## config.mk

```make
export PLATFORM = sky130hd
export DESIGN_NAME = seq_control_flat
export DESIGN_NICKNAME = d
export VERILOG_FILES = /design/src/rtl/typedefs_v2.sv /design/src/rtl/seq_control_if.sv /design/src/rtl/seq_control_pc.sv /design/src/rtl/seq_control.sv /design/src/flat_wrapper.sv
export SDC_FILE = /design/constraint.sdc
export NUM_CORES = 1
export LEC_CHECK = 0
export BUFFER_PORTS_ARGS = -buffer_cell sky130_fd_sc_hd__buf_2
export CAP_MARGIN = 20
export CELL_PAD_IN_SITES_DETAIL_PLACEMENT = 0
export CELL_PAD_IN_SITES_GLOBAL_PLACEMENT = 1
export CORE_ASPECT_RATIO = 1.4
export CORE_MARGIN = 1.5
export CORE_UTILIZATION = 36
export DETAILED_ROUTE_END_ITERATION = 16
export PLACE_DENSITY = 0.75
export SLEW_MARGIN = 20
export SYNTH_ARGS = -nofsm -noshare
export SYNTH_HDL_FRONTEND = slang
export SYNTH_SLANG_ARGS = --single-unit
```

## constraint.sdc

```tcl
create_clock -name clk -period 2 [get_ports clk]
set_input_delay 0.2 -clock clk [delete_from_list [all_inputs] [get_ports clk]]
set_output_delay 0.2 -clock clk [all_outputs]
set_load 0.01 [all_outputs]
```

## src/rtl/typedefs_v2.sv

```systemverilog
// Shared types for the accumulator CPU: ALU opcodes, sequencer phases and
// the helper that classifies opcodes which read memory into the accumulator.
package typedefs_v2;

  typedef enum logic [2:0] {
    HLT = 3'd0,
    SKZ = 3'd1,
    ADD = 3'd2,
    AND = 3'd3,
    XOR = 3'd4,
    LDA = 3'd5,
    STO = 3'd6,
    JMP = 3'd7
  } opcode_t;

  // Eight instruction phases in execution order, plus the terminal halt state.
  typedef enum logic [3:0] {
    S_INST_ADDR  = 4'd0,
    S_INST_FETCH = 4'd1,
    S_INST_LOAD  = 4'd2,
    S_IDLE       = 4'd3,
    S_OP_ADDR    = 4'd4,
    S_OP_FETCH   = 4'd5,
    S_ALU_OP     = 4'd6,
    S_STORE      = 4'd7,
    S_HALTED     = 4'd8
  } seq_state_t;

  // Opcodes that fetch an operand and load the accumulator with the ALU result.
  function automatic logic is_aluop(input opcode_t op);
    return (op == ADD) || (op == AND) || (op == XOR) || (op == LDA);
  endfunction

endpackage

```

## src/rtl/seq_control_if.sv

```systemverilog
// Memory bus between the sequencer (master) and program/data memory (slave).
// With SEQ_STALL_EN defined the bus carries the mem_ready handshake.
interface seq_control_if #(
  parameter int PC_W = 5
) ();

  logic [PC_W-1:0] mem_addr;
  logic            mem_rd;
  logic            mem_wr;
  logic [7:0]      data_in;
`ifdef SEQ_STALL_EN
  logic            mem_ready;
`endif

  modport master (
    output mem_addr, mem_rd, mem_wr,
`ifdef SEQ_STALL_EN
    input  data_in, mem_ready
`else
    input  data_in
`endif
  );

  modport slave (
    input  mem_addr, mem_rd, mem_wr,
`ifdef SEQ_STALL_EN
    output data_in, mem_ready
`else
    output data_in
`endif
  );

endinterface

```

## src/rtl/seq_control_pc.sv

```systemverilog
// Program counter: PC_W-bit register with synchronous reset, load and
// increment. A load (JMP) takes priority over an increment.
module seq_pc #(
  parameter int PC_W = 5
) (
  input  logic            clk,
  input  logic            rst,
  input  logic            inc,
  input  logic            load,
  input  logic [PC_W-1:0] load_val,
  output logic [PC_W-1:0] pc
);

  // Counter update; addition wraps modulo 2**PC_W.
  // NOTE: sequential state uses non-blocking (<=) so every flop samples
  // pre-edge values, independent of always-block evaluation order.
  always_ff @(posedge clk) begin
    if (rst)       pc <= '0;
    else if (load) pc <= load_val;
    else if (inc)  pc <= pc + PC_W'(1);
  end

endmodule

```

## src/rtl/seq_control.sv

```systemverilog
// Instruction sequencer for the 8-bit accumulator CPU. Walks a fixed
// 8-phase FSM per instruction, drives memory strobes, the accumulator load
// enable and the ALU opcode, and steps the program counter.
// Optional feature macro: SEQ_STALL_EN adds the mem_ready handshake; the FSM
// then holds in any strobing phase while memory is not ready.
module seq_control
  import typedefs_v2::*;
#(
  parameter int PC_W = 5
) (
  input  logic            clk,
  input  logic            rst,
  seq_control_if.master   mem,
  input  logic            zero,
  output opcode_t         opcode,
  output logic            load_ac,
  output logic [PC_W-1:0] pc,
  output logic            halt
);

  seq_state_t      state_q, state_d;
  logic [7:0]      ir;
  logic [PC_W-1:0] operand;
  logic            aluop;
  logic            rd_c, wr_c, ld_c, halt_c;
  logic            advance;
  logic            pc_inc, pc_load;

  assign opcode  = opcode_t'(ir[7:5]);
  assign operand = PC_W'(ir[4:0]);
  assign aluop   = is_aluop(opcode);

`ifdef SEQ_STALL_EN
  // A strobing phase waits for memory; strobe-free phases never stall.
  assign advance = mem.mem_ready | ~(rd_c | wr_c);
`else
  assign advance = 1'b1;
`endif

  // Moore output decode from the current phase and the instruction register.
  // NOTE: every output gets a default first, so no path leaves a value
  // unassigned and no latch is inferred.
  always_comb begin
    rd_c   = 1'b0;
    wr_c   = 1'b0;
    ld_c   = 1'b0;
    halt_c = 1'b0;
    case (state_q)
      S_INST_FETCH, S_INST_LOAD, S_IDLE: rd_c = 1'b1;
      S_OP_FETCH:                        rd_c = aluop;
      S_ALU_OP: begin
        rd_c = aluop;
        ld_c = aluop;
      end
      S_STORE: begin
        rd_c = aluop;
        ld_c = aluop;
        wr_c = (opcode == STO);
      end
      S_HALTED:                          halt_c = 1'b1;
      default: ;
    endcase
  end

  assign mem.mem_rd = rd_c;
  assign mem.mem_wr = wr_c;
  assign load_ac    = ld_c;
  assign halt       = halt_c;

  // Instruction-fetch phases address the PC; operand phases and HALTED the IR.
  assign mem.mem_addr = (state_q inside {S_INST_ADDR, S_INST_FETCH, S_INST_LOAD, S_IDLE})
                        ? pc : operand;

  // Next-phase selection; a stalled cycle keeps the current phase.
  always_comb begin
    state_d = state_q;
    if (advance) begin
      case (state_q)
        S_INST_ADDR:  state_d = S_INST_FETCH;
        S_INST_FETCH: state_d = S_INST_LOAD;
        S_INST_LOAD:  state_d = S_IDLE;
        S_IDLE:       state_d = S_OP_ADDR;
        S_OP_ADDR:    state_d = (opcode == HLT) ? S_HALTED : S_OP_FETCH;
        S_OP_FETCH:   state_d = S_ALU_OP;
        S_ALU_OP:     state_d = S_STORE;
        S_STORE:      state_d = S_INST_ADDR;
        S_HALTED:     state_d = S_HALTED;
        default:      state_d = S_INST_ADDR;
      endcase
    end
  end

  // Phase register; reset overrides stalls and every in-flight phase.
  always_ff @(posedge clk) begin
    if (rst) state_q <= S_INST_ADDR;
    else     state_q <= state_d;
  end

  // Instruction register, captured once per instruction at the end of INST_LOAD.
  // NOTE: IR is reset to zero so the opcode reads as HLT until the first fetch.
  always_ff @(posedge clk) begin
    if (rst)                                  ir <= 8'h00;
    else if (state_q == S_INST_LOAD && advance) ir <= mem.data_in;
  end

  // PC step after OP_ADDR, SKZ skip and JMP load in ALU_OP; zero matters only here.
  always_comb begin
    pc_inc  = 1'b0;
    pc_load = 1'b0;
    if (advance) begin
      if (state_q == S_OP_ADDR)                          pc_inc  = 1'b1;
      if (state_q == S_ALU_OP && opcode == SKZ && zero)  pc_inc  = 1'b1;
      if (state_q == S_ALU_OP && opcode == JMP)          pc_load = 1'b1;
    end
  end

  seq_pc #(.PC_W(PC_W)) u_pc (
    .clk      (clk),
    .rst      (rst),
    .inc      (pc_inc),
    .load     (pc_load),
    .load_val (operand),
    .pc       (pc)
  );

endmodule

```

## src/flat_wrapper.sv

```systemverilog
// flat-port wrapper written by rule: the top's interface ports become plain ports
module seq_control_flat import typedefs_v2::*;
#(
  parameter int PC_W = 5
)
  (clk, rst, zero, opcode, load_ac, pc, halt, mem_mem_addr, mem_mem_rd, mem_mem_wr, mem_data_in);
  seq_control_if #(.PC_W(PC_W)) mem_i ();
  input  logic clk;
  input  logic rst;
  input  logic zero;
  output opcode_t opcode;
  output logic load_ac;
  output logic [PC_W-1:0] pc;
  output logic halt;
  output wire logic [$bits(mem_i.mem_addr)-1:0] mem_mem_addr;
  output wire logic [$bits(mem_i.mem_rd)-1:0] mem_mem_rd;
  output wire logic [$bits(mem_i.mem_wr)-1:0] mem_mem_wr;
  input wire logic [$bits(mem_i.data_in)-1:0] mem_data_in;
  assign mem_mem_addr = mem_i.mem_addr;
  assign mem_mem_rd = mem_i.mem_rd;
  assign mem_mem_wr = mem_i.mem_wr;
  assign mem_i.data_in = mem_data_in;
  seq_control #(.PC_W(PC_W)) u_core (.clk(clk), .rst(rst), .mem(mem_i), .zero(zero), .opcode(opcode), .load_ac(load_ac), .pc(pc), .halt(halt));
endmodule
```

# After elaboration in Yosys (flattened, before gate mapping)
# Index checks and enable logic that the tools add are counted.
[word_totals] latch_bits=0 ff_bits=17 mem_bits_rw=0 n_memories=0 rom_bits=0 out_inout_bits=17 in_bits=11 word_cells=44
[classes] reduce_logical=13 multipliers=0 n_shift=0 n_mux=12 bitwise=0 n_addsub=1 eq_ne=15 n_div=0 n_lt_le_gt_ge=0
[ops] operator="$pmux 4 s8" count=1
[ops] operator="$eq 4x3->1 const B" count=4
[ops] operator="$mux 5" count=3
[ops] operator="$eq 3x3->1 const B" count=4
[ops] operator="$eq 4x2->1 const B" count=2
[ops] operator="$eq 3x2->1 const B" count=2
[ops] operator="$mux 1" count=6
[ops] operator="$reduce_or 3->1" count=2
[ops] operator="$add 5x1->5 const B" count=1
[ops] operator="$eq 4x1->1 const B" count=1
[ops] operator="$eq 4x4->1 const B" count=1
[ops] operator="$logic_not 4->1" count=1
[ops] operator="$mux 4" count=1
[ops] operator="$reduce_bool 4->1" count=1
[ops] operator="$eq 3x1->1 const B" count=1
[ops] operator="$logic_and 1x1->1" count=3
[ops] operator="$logic_not 3->1" count=1
[ops] operator="$logic_or 1x1->1" count=3
[ops] operator="$pmux 1 s2" count=1
[ops] operator="$reduce_bool 2->1" count=1
[ops] operator="$reduce_or 2->1" count=1

# Logic depth before layout (Yosys ltp)
# Gate-level depths: netlist of run 1.
[depth] depth_word=6 ltp_mapped=6 depth_no_buf=4

# Cells and area by module
# From an unflattened synthesis of run 1, not the netlist that was laid out.
[hier_totals] hier_cells=105 hier_area_um2=897.1
[modules_own_cells] mod="seq_control" instances=1 seq_area_each_um2=240.2 cells_per_inst=77 area_per_inst_um2=640.6
[modules_own_cells] mod="seq_pc" instances=1 seq_area_each_um2=100.1 cells_per_inst=28 area_per_inst_um2=256.5

# Worst setup path before layout of run 1
# Ideal clock, no wire load.
[synth_path] kind="register -> register" from="reg u_core.state_q[3]" to="reg u_core.u_pc.pc[3]" t_arrival_ns=1.492 synth_period_minus_slack_ns=1.584 t_required_ns=1.908 path_stages_with_launch=7 path_slack_ns=0.416 setup_ns=0.092 path_buffers=2 path_cell_list="dfxtp_1 buf_6 nand2b_1 or3_1 clkbuf_1 mux2i_1 o32ai_1"
[synth_between] elab_chain_cells=5 word_cells_on_any_way=10 classes_between="eq/ne (2); mux (4); reduce/logical (4)"
[synth_lines] item="start, declared" line="seq_control.sv:21" source="seq_state_t state_q, state_d;"
[synth_lines] item="start signal, assigned" line="seq_control.sv:96" source="else state_q <= state_d;"
[synth_lines] item="$eq 4x3->1" line="seq_control.sv:112, seq_control.sv:113"
[synth_lines] item="$logic_and 1x1->1 (2 in series)" line="seq_control.sv:112" source="if (state_q == S_ALU_OP && opcode == SKZ && zero) pc_inc = 1'b1;"
[synth_lines] item="$mux 1" line="seq_control.sv:112"
[synth_lines] item="$reduce_bool 2->1 (no source line)"
[synth_lines] item="end signal, assigned" line="seq_control_pc.sv:19" source="else if (load) pc <= load_val;"
[synth_lines] item="end signal, assigned" line="seq_control_pc.sv:20" source="else if (inc) pc <= pc + PC_W'(1);"
[synth_lines] item="end, declared" line="seq_control_pc.sv:11" source="output logic [PC_W-1:0] pc"
# Several ways; a longest one is shown, not always the timed one.
# A chain may end at the register's enable or synchronous reset.

# Final worst setup path of run 1
[layout_path] from="reg u_core.state_q[2]" to="out mem_mem_wr"
[layout_between] elab_chain_cells=2
[layout_lines] item="$eq 4x3->1" line="seq_control.sv:48" source="case (state_q)"
[layout_lines] item="$mux 1" line="seq_control.sv:48"
[layout_lines] item="end, declared" line="flat_wrapper.sv:17" source="output wire logic [$bits(mem_i.mem_wr)-1:0] mem_mem_wr;"
# No other way between the ends.

==> metrics.md, run 1 <==
| Metric | Value |
|---|---|
| DP HPWL | 1609 um |
| Hold Path Class | input port to register |
| Max transition margin | 73.01% |
| Setup Fix Bufs, Post-CTS | 0 |
| Sink Count | 17 |
| Worst r2r path cells | 4 |
| Slew of the pin with the lowest slew margin | 0.4018 ns |
| Crit path depth | 3 |
| Reg-to-reg setup timing slack | 0.28 ns |
| CP max stage delay | 0.48 ns |
| Leakage power | 0.4606 nW |
| DR pass1 iterations | 2 |
| Routability congestion estimate | 0.7909 |
| Rows | 21 |
| Most frequent cells in the layout | 27 x buf_2, 18 x nand2_1, 17 x dfxtp_1, 9 x a21oi_1, 7 x nor2_1 |
| CTS tree | built |
| Most common cell after layout, fill and taps aside | buf_2 |
| Post-route insts no fill | 167 |
| Period utilisation layout | 87.56% |
| Final #Nets | 146 |
| Cell Chain, Critical Path | nand2b_1 -> nor4_1 -> buf_2 |
| Worst Setup Path Type | register to output port |
| I/O Pins | 28 |
| Initial Util | 38.75% |
| Mapped Cells | 111 |
| Count of pins over their slew limit | 0 |
| GR Util All Layers | 16.25% |
| # port buffers | 27 |
| Setup TNS | 0 ns |
| Post-synthesis sequential area ratio | 35.56% |
| H-Tree Level Count | 1 |
| Core area | 0.002470 mm^2 |
| Critical Path Sink | mem_mem_wr |
| Unrepaired setup endpoints after global routing | no |
| Routed WL | 2178 um |
| Gr ovfl total | 0 |
| Yosys cell types | 37 |
| Reg2reg end | u_core.u_pc.pc[3]$_SDFFE_PP0P_ |
| Area growth syn-to-layout | 15.82% |
| #FFs+latches synth | 17 |
| Layout Skew | 0.002360 ns |
| Die width | 46.58 um |
| Syn. warnings | 0 |
| Synthesized area | 957.2 um^2 |
| Max Fanout on Critical Path | 8 |
| Synthesized net count | 123 |
| Final ANT Viol Nets | 0 |
| Outcome | finished clean |
| Worst-Skew Late Latency | 0.28 ns |
| Vias | 840 |
| Antenna diode count | 0 |
| Final Hold Vio Count | 0 |
| Clock Tree Buf Depth | 2 |
| Initial antenna violation count | 0 |
| R2r startpoint | u_core.state_q[2]$_SDFF_PP0_ |
| Die Y | 64.01 um |
| Worst-path clk slew | 0.10 ns |
| Root Buffer Master | clkbuf_4 |
| Max-Cap Viols | 0 |
| Worst Setup SP | u_core.state_q[2]$_SDFF_PP0_ |
| Largest delay share family, worst path | simple AND/OR/NAND/NOR gates |
| Largest net degree at the start of global routing | 19 |
| # DRC | 0 |
| Worst IR Drop VDD | 0.4676 mV |
| Pwr Total | 685.0 uW |
| Crit end category | output port |
| CTS Buf Count | 3 |
| First-pass GRT wire length | 3650 um |
| Hold_buf cts | 0 |
| Placed cells | 163 |
| Syn_area_per_cell | 8.623 um^2 |
| Final setup fails | 0 |
| Vias in the first global route | 781 |
| Die ar. | 0.002982 mm^2 |
| Required time of the critical path | 1.80 ns |
| DR iter-0 viols | 18 |
| Via/cell ratio | 5.030 |
| Critical Path Source Type | register |
| Max Fclk | 571.0 MHz |
| Final Core Density | 44.88% |
| PwrDens | 617.9 mW/mm^2 |
| Critical Path AT | 1.55 ns |
| CTS-repair resized insts | 0 |
| Layout cells sized above 1 | 30.08% |
| Fill count | 271 |
| Tmin final | 1.751 ns |
| Worst path slowest cell | dfxtp_1 |
| WL per Instance | 13.04 um |
| Buffers and inverters on the worst path | 1 |
-- cells by family after synthesis --
family                     share of synthesized area, %
adders and majority gates                         1.307
buffers and inverters                             7.058
muxes                                             7.974
AOI/OAI and AO/OA                                 16.73
DFF                                               35.56
xor gates and xnor gates                          2.746
and+or+nand+nor                                   28.63
-- final cells by class --
cell class	count	area, um^2	share of cell area (%)
clock buffer	4	26.28	2.370
multi-input combinational	83	549.3	49.55
sequential	17	340.3	30.70
tap	34	42.54	3.837
timing repair buffer	29	150.1	13.54
-- registers in the layout, summed over array words and instances, names as in the netlist --
| signal | cells |
|---|---|
| u_core.state_q | 4 |
| u_core.u_pc.pc | 5 |
| u_core.ir | 8 |
-- worst register-to-register path: cells and delay by family, from the launching register on --
kind,cells,cell delay [ns]
flops,1,0.48
mux,1,0.16
simple gates,2,0.79
compound gates,1,0.21
-- synth_stat cells --
cell type,count,area [um^2]
nor2_1,7,26.28
xnor2_1,2,17.52
o21ai_0,1,5.000
nor4bb_1,1,10.01
and3_1,1,6.260
buf_4,4,30.03
nand2b_1,2,12.51
a32oi_1,1,8.760
nand3_1,1,5.000
or3_1,1,6.260
or4b_1,1,10.01
mux2_2,5,56.30
ha_1,1,12.51
dfxtp_1,17,340.3
nor4_1,3,18.77
a31oi_1,1,6.260
a21oi_1,9,45.04
buf_2,3,15.01
buf_6,1,11.26
nor2b_1,3,18.77
a211oi_1,3,22.52
xor2_1,1,8.760
nor3b_1,1,7.510
o31ai_4,1,21.27
clkbuf_1,3,11.26
and2_1,2,12.51
a211o_1,2,17.52
or3b_4,1,11.26
a2111oi_0,2,17.52
nand2_1,18,67.56
nand3b_1,3,22.52
and4_1,1,8.760
nor3_1,3,15.01
mux2i_1,2,20.02
nor4b_2,1,15.01
a22oi_1,1,7.510
o32ai_1,1,8.760
-- how the worst min path moves through the flow --
stage | cells after the start | from | slack (ns) | to
global route | 3 | mem_data_in[1] | 0.13 | u_core.ir[1]$_SDFFE_PP0P_
floorplan | 2 | mem_data_in[0] | 0.34 | u_core.ir[0]$_SDFFE_PP0P_
global placement | 3 | mem_data_in[5] | 0.44 | u_core.ir[5]$_SDFFE_PP0P_
CTS | 3 | mem_data_in[3] | 0.13 | u_core.ir[3]$_SDFFE_PP0P_
detailed placement | 3 | mem_data_in[3] | 0.45 | u_core.ir[3]$_SDFFE_PP0P_
finish | 3 | mem_data_in[5] | 0.15 | u_core.ir[5]$_SDFFE_PP0P_
-- per-stage QoR --
stage	cell area, um^2	setup slack (ns)	hold slack [ns]
3_5_place_dp	1082	0.3048	0.4459
4_1_cts	1109	0.2234	0.1345
3_3_place_gp	1082	0.3631	0.4396
5_1_grt	1109	0.1427	0.1320
2_1_floorplan	957.2	0.4160	0.3360
6_report	1109	0.2487	0.1454
-- metal layers --
layer  share of wire (%)  global-route usage, %  vias up
li1                    -                      -      441
met1                  48                  24.08      381
met2                  49                  23.78       16
met3                 2.7                  1.977        2
met4                0.92                  5.357        0
met5                   0                      0        -
-- power by group --
group / internal (mW) / switching [mW] / total (mW)
Combinational: 0.0546 / 0.0600 / 0.115
Sequential: 0.357 / 0.0285 / 0.386
Clock: 0.0773 / 0.107 / 0.185
Total: 0.489 / 0.196 / 0.685
Note: power is estimated with default switching activity, not from simulation.
==> run 2: changes to the inputs <==
--- a/config.mk
+++ b/config.mk
@@ -13,6 +13,7 @@
 export CORE_MARGIN = 1.5
 export CORE_UTILIZATION = 36
 export DETAILED_ROUTE_END_ITERATION = 16
+export GPL_TIMING_DRIVEN = 0
 export PLACE_DENSITY = 0.75
 export SLEW_MARGIN = 20
 export SYNTH_ARGS = -nofsm -noshare
==> constraint.sdc (replaced) <==
create_clock -name clk -period 1.85 [get_ports clk]
set_input_delay 0.185 -clock clk [delete_from_list [all_inputs] [get_ports clk]]
set_output_delay 0.185 -clock clk [all_outputs]
set_load 0.01 [all_outputs]
==> run 2 against run 1 <==
  * Total power rose by 10%
  * Via count rose by 8.3%
  * Core utilization rose by 2.5 points
  * Critical path depth rose by 1
  * Largest power group unchanged
  * Critical path type unchanged
  * Sequential cell count did not move
  * Worst hold slack got worse by 0.029 ns
  * Final cell count rose by 5.4%
  * Wire length rose by 3.9%
  * Critical endpoint is now mem_mem_addr[3]
  * Sequential share of layout area fell by 1.6 points
  * Combinational power rose by 30%
  * Die area did not move
  * Worst setup slack got worse by 0.15 ns
==> metrics.md, run 2 (synthesized netlist as in run 1, its figures left out) <==
| Metric | Value |
|---|---|
| Outcome | finished clean |
| Max Fclk | 572.1 MHz |
| Reg-to-reg setup timing slack | 0.12 ns |
| Vias | 910 |
| Clock Tree Buf Depth | 2 |
| Count of pins over their slew limit | 0 |
| Max reg flops | 8 |
| Antenna diode count | 0 |
| Area growth syn-to-layout | 22.22% |
| Worst Setup SP | u_core.state_q[2]$_SDFF_PP0_ |
| Max transition margin | 50.91% |
| Most common cell after layout, fill and taps aside | buf_2 |
| Layout Skew | 0.002580 ns |
| Tmin final | 1.748 ns |
| # port buffers | 26 |
| Top reg by flops | u_core.ir |
| Multi-input logic area | 554.3 um^2 |
| Required time of the critical path | 1.66 ns |
| Critical Path AT | 1.56 ns |
| PwrDens | 646.5 mW/mm^2 |
| Worst path slowest cell | mux2_2 |
| Most frequent cells in the layout | 29 x buf_2, 18 x nand2_1, 17 x dfxtp_1, 9 x a21oi_1, 6 x nor2_1 |
| Crit end category | output port |
| Via/cell ratio | 5.170 |
| Worst r2r path cells | 6 |
| Max-Cap Viols | 0 |
| Hold Path Class | input port to register |
| Worst IR Drop VDD | 0.3513 mV |
| Critical Path Sink | mem_mem_addr[3] |
| CP max stage delay | 0.38 ns |
| Gr ovfl total | 0 |
| Regs by FF count | u_core.ir x8, u_core.u_pc.pc x5, u_core.state_q x4 |
| Worst-path clk slew | 0.11 ns |
| CTS Buf Count | 3 |
| Setup TNS | 0 ns |
| Core area | 0.002470 mm^2 |
| CTS tree | built |
| Rows | 21 |
| Final setup fails | 0 |
| Vias in the first global route | 839 |
| Critical Path Source Type | register |
| Max Fanout on Critical Path | 8 |
| Final Hold Vio Count | 0 |
| Worst Setup Path Type | register to output port |
| DR iter-0 viols | 15 |
| Period utilisation layout | 94.49% |
| Initial antenna violation count | 0 |
| DR pass1 iterations | 4 |
| Worst Slack Setup Final | 0.1020 ns |
| DP HPWL | 1616 um |
| Slew of the pin with the lowest slew margin | 0.7345 ns |
| Cell Chain, Critical Path | buf_2 -> nor2_2 -> mux2_2 -> buf_2 |
| Reg2reg end | u_core.u_pc.pc[3]$_SDFFE_PP0P_ |
| First-pass GRT wire length | 3788 um |
| Initial Util | 38.75% |
| Leakage power | 0.4986 nW |
| Layout cells sized above 1 | 34.51% |
| Cell mode on critical path | buf_2 |
| Fill count | 285 |
| Worst-Skew Late Latency | 0.29 ns |
| H-Tree Level Count | 1 |
| R2r startpoint | u_core.state_q[3]$_SDFF_PP0_ |
| # DRC | 0 |
| I/O Pins | 28 |
| Sink Count | 17 |
| Die width | 46.58 um |
| Routed WL | 2263 um |
| Sequential Area | 340.3 um^2 |
| Largest net degree at the start of global routing | 11 |
| Placement Setup Slack | 0.09151 ns |
| Final ANT Viol Nets | 0 |
| WL per Instance | 12.86 um |
| Routability congestion estimate | 0.7884 |
| Final #Nets | 155 |
| Die ar. | 0.002982 mm^2 |
| GR Util All Layers | 17.45% |
| Root Buffer Master | clkbuf_4 |
| Die Y | 64.01 um |
| Unrepaired setup endpoints after global routing | no |
run 2: cell types whose count changed in the layout (fill, tap and decap cells not counted), sizes merged:
cell    before  now
buf         29   35
clkinv       0    1
clkbuf       4    6
run 2: where the power goes:
group	switching [mW]	internal [mW]
clock network	0.125	0.0805
logic	0.0811	0.0675
registers	0.0162	0.386
run 2: how the worst min path moves through the flow:
stage                                 to           start  cells after the start
2_1_floorplan  u_core.ir[0]$_SDFFE_PP0P_  mem_data_in[0]                      2
3_3_place_gp   u_core.ir[6]$_SDFFE_PP0P_  mem_data_in[6]                      3
3_5_place_dp   u_core.ir[5]$_SDFFE_PP0P_  mem_data_in[5]                      3
4_1_cts        u_core.ir[5]$_SDFFE_PP0P_  mem_data_in[5]                      3
5_1_grt        u_core.ir[5]$_SDFFE_PP0P_  mem_data_in[5]                      3
6_report       u_core.ir[3]$_SDFFE_PP0P_  mem_data_in[3]                      3
run 2: what timing repair did:
item                       in CTS  in global routing
cloned                          0                  0
resized for setup               1                  1
pin swaps                       0                  0
setup endpoints to repair       5                  2
buffers inserted                0                  1
hold buffers                    0                  0
run 2: layout make-up:
cell class              instances  share of cell area, %
repair buffers                 27                  11.76
multi-input cells              83                  47.38
clock buffers                   3                  1.925
well taps                      34                  3.636
flip-flops and latches         17                  29.09
clock inverters                 1                 0.4278
plain buffers                  11                  5.775
run 2: routing by layer:
layer	part of all wire, %	global-route usage (%)	up-vias
met5	0	0	-
met4	0.84	8.214	0
met3	3.5	3.390	2
met2	48	26.22	18
met1	48	23.21	429
li1	-	-	461
run 2: critical path: cells and delay by family, from the launching register on:
kind                   cells  cell delay (ns)
muxes                      1             0.38
buffers and inverters      2             0.31
DFF                        1             0.31
and+or+nand+nor            1             0.28
run 2: metrics by stage:
stage          instance area, um^2  cells  util [%]  hold slack [ns]  total power, mW
2_1_floorplan                957.2    111         -           0.3210           0.5140
5_1_grt                       1170    176     47.37           0.1070           0.8059
6_report                      1170    176     47.37           0.1168           0.7563
3_3_place_gp                  1130    171     45.74           0.4262           0.5565
4_1_cts                       1160    175     46.96           0.1034           0.7646
3_5_place_dp                  1130    171     45.74           0.4317           0.5589
==> run 3: changes to the inputs <==
--- a/config.mk
+++ b/config.mk
@@ -10,7 +10,7 @@
 export CELL_PAD_IN_SITES_DETAIL_PLACEMENT = 0
 export CELL_PAD_IN_SITES_GLOBAL_PLACEMENT = 1
 export CORE_ASPECT_RATIO = 1.4
-export CORE_MARGIN = 1.5
+export CORE_MARGIN = 2
 export CORE_UTILIZATION = 36
 export DETAILED_ROUTE_END_ITERATION = 16
 export GPL_TIMING_DRIVEN = 0
==> run 3 against run 2 <==
  * Core utilization down 2.3 points
  * First-iteration DRC count grew 80%
  * Sequential share of layout area increased by 0.12 points
  * Die area rose by 3.7%
  * Register-to-register slack better by 0.03 ns
  * Critical path type unchanged
  * Critical endpoint is now mem_mem_addr[0]
  * Largest power group unchanged
==> metrics.md, run 3 (synthesized netlist as in run 1, its figures left out) <==
| Metric | Value |
|---|---|
| Die width | 47.58 um |
| Period utilisation layout | 95.69% |
| Worst-path clk slew | 0.11 ns |
| Unrepaired setup endpoints after global routing | no |
| Hold path depth | 3 |
| Worst Setup SP | u_core.state_q[2]$_SDFF_PP0_ |
| Final ANT Viol Nets | 0 |
| # DRC | 0 |
| Leakage power | 0.4954 nW |
| I/O Pins | 28 |
| Clock Tree Buf Depth | 2 |
| Most frequent cells in the layout | 29 x buf_2, 18 x nand2_1, 17 x dfxtp_1, 9 x a21oi_1, 6 x nor2_1 |
| Worst Hold End | u_core.ir[0]$_SDFFE_PP0P_ |
| Regs by FF count | u_core.ir x8, u_core.u_pc.pc x5, u_core.state_q x4 |
| Required time of the critical path | 1.66 ns |
| CTS tree | built |
| Layout cells sized above 1 | 34.04% |
| Fill count | 310 |
| Routed WL | 2164 um |
| Cell Chain, Critical Path | buf_2 -> nor2_2 -> mux2_2 -> buf_2 |
| DP HPWL | 1596 um |
| Layout Skew | 0.008235 ns |
| WL per Instance | 12.23 um |
| Initial antenna violation count | 0 |
| Max reg flops | 8 |
| Die ar. | 0.003093 mm^2 |
| First-pass GRT wire length | 3691 um |
| Worst path slowest cell | mux2_2 |
| Outcome | finished clean |
| Worst-Skew Late Latency | 0.30 ns |
| Area growth syn-to-layout | 21.70% |
| Cell mode on critical path | buf_2 |
| Final setup fails | 0 |
| Antenna diode count | 0 |
| Pwr Total | 761.7 uW |
| CTS Buf Count | 3 |
| Top reg by flops | u_core.ir |
| Worst r2r path cells | 6 |
| DR pass1 iterations | 4 |
| Vias in the first global route | 813 |
| Largest net degree at the start of global routing | 11 |
| Critical Path Source Type | register |
| Worst Setup Path Type | register to output port |
| Final Core Density | 45.02% |
| Hold Path Class | input port to register |
| Root Buffer Master | clkbuf_4 |
| Slew of the pin with the lowest slew margin | 0.7533 ns |
| # port buffers | 26 |
| Rows | 22 |
| Critical Path AT | 1.59 ns |
| Max-Cap Viols | 0 |
| Worst IR Drop VDD | 0.3660 mV |
| Placed cells | 173 |
| Final Hold Vio Count | 0 |
| Max transition margin | 49.65% |
| GR Util All Layers | 16.29% |
| Setup Fix Bufs, Post-CTS | 0 |
| Gr ovfl total | 0 |
| Tmin final | 1.770 ns |
| Via/cell ratio | 5.141 |
| Post-route insts no fill | 177 |
| Reg2reg end | u_core.u_pc.pc[3]$_SDFFE_PP0P_ |
| Multi-input logic area | 554.3 um^2 |
| Max Fclk | 564.9 MHz |
| PwrDens | 653.9 mW/mm^2 |
| Initial Util | 36.99% |
| Reg-to-reg setup timing slack | 0.15 ns |
| Routability congestion estimate | 0.7762 |
| R2r startpoint | u_core.state_q[3]$_SDFF_PP0_ |
| Sequential Area | 340.3 um^2 |
| Die Y | 65.01 um |
| Vias | 910 |
| Max Fanout on Critical Path | 8 |
| Count of pins over their slew limit | 0 |
| Hold_buf cts | 0 |
| CP max stage delay | 0.38 ns |
| Crit end category | output port |
| Sink Count | 17 |
| Setup TNS | 0 ns |
| DR iter-0 viols | 27 |
| Most common cell after layout, fill and taps aside | buf_2 |
| Core area | 0.002587 mm^2 |
| Hold_sp | mem_data_in[0] |
| Final #Nets | 154 |
| H-Tree Level Count | 1 |
==> run 3: changes by cell type in the layout (fill, tap and decap cells not counted) <==
cell	change
buf_4	-1
==> run 3: layout make-up <==
type | instances | area share [%]
multi-input cells | 83 | 47.58
flip-flops and latches | 17 | 29.22
repair buffers | 26 | 11.17
plain buffers | 11 | 5.800
well taps | 36 | 3.867
clock buffers | 3 | 1.933
clock inverters | 1 | 0.4296
==> run 3: worst max-delay path by stage <==
stage | end | cells after the start | slack (ns)
detailed placement | u_core.u_pc.pc[3]$_SDFFE_PP0P_ | 6 | 0.12
floorplan | u_core.u_pc.pc[3]$_SDFFE_PP0P_ | 6 | 0.27
finish | mem_mem_addr[0] | 4 | 0.08
CTS | mem_mem_addr[0] | 4 | 0.08
global placement | u_core.u_pc.pc[3]$_SDFFE_PP0P_ | 6 | 0.13
global route | mem_mem_addr[0] | 4 | 0.02
==> run 3: stage by stage <==
| stage | area (um^2) | hold WS [ns] | setup slack [ns] |
|---|---|---|---|
| final | 1165 | 0.1028 | 0.07977 |
| after global routing | 1165 | 0.1098 | 0.02351 |
| after CTS | 1162 | 0.09864 | 0.07892 |
| after detailed placement | 1132 | 0.4317 | 0.1204 |
| after global placement | 1132 | 0.4261 | 0.1314 |
| after floorplan | 957.2 | 0.3210 | 0.2660 |
==> run 3: power breakdown <==
| group | switching [mW] | internal [mW] |
|---|---|---|
| clock network | 0.130 | 0.0807 |
| logic | 0.0811 | 0.0672 |
| registers | 0.0164 | 0.386 |
| total | 0.228 | 0.534 |
==> run 3: worst max-delay path: cells and delay by family (launching register included) <==
kind                   cells  cell delay, ns
muxes                      1            0.38
DFF                        1            0.31
buffers and inverters      2            0.30
and+or+nand+nor            1            0.30
==> run 3: repair_timing <==
item	in CTS	in global routing
gates resized for setup	1	1
setup endpoints to repair	5	2
gates cloned	0	0
pin swaps	0	1
==> run 3: routing by layer <==
| metal | up-vias | global-route usage, % | wire (um) |
|---|---|---|---|
| met5 | - | 0 | 0 |
| met4 | 0 | 6.081 | 45 |
| met3 | 5 | 3.343 | 81 |
| met2 | 18 | 23.65 | 1027 |
| met1 | 427 | 23.21 | 1009 |
| li1 | 460 | - | - |
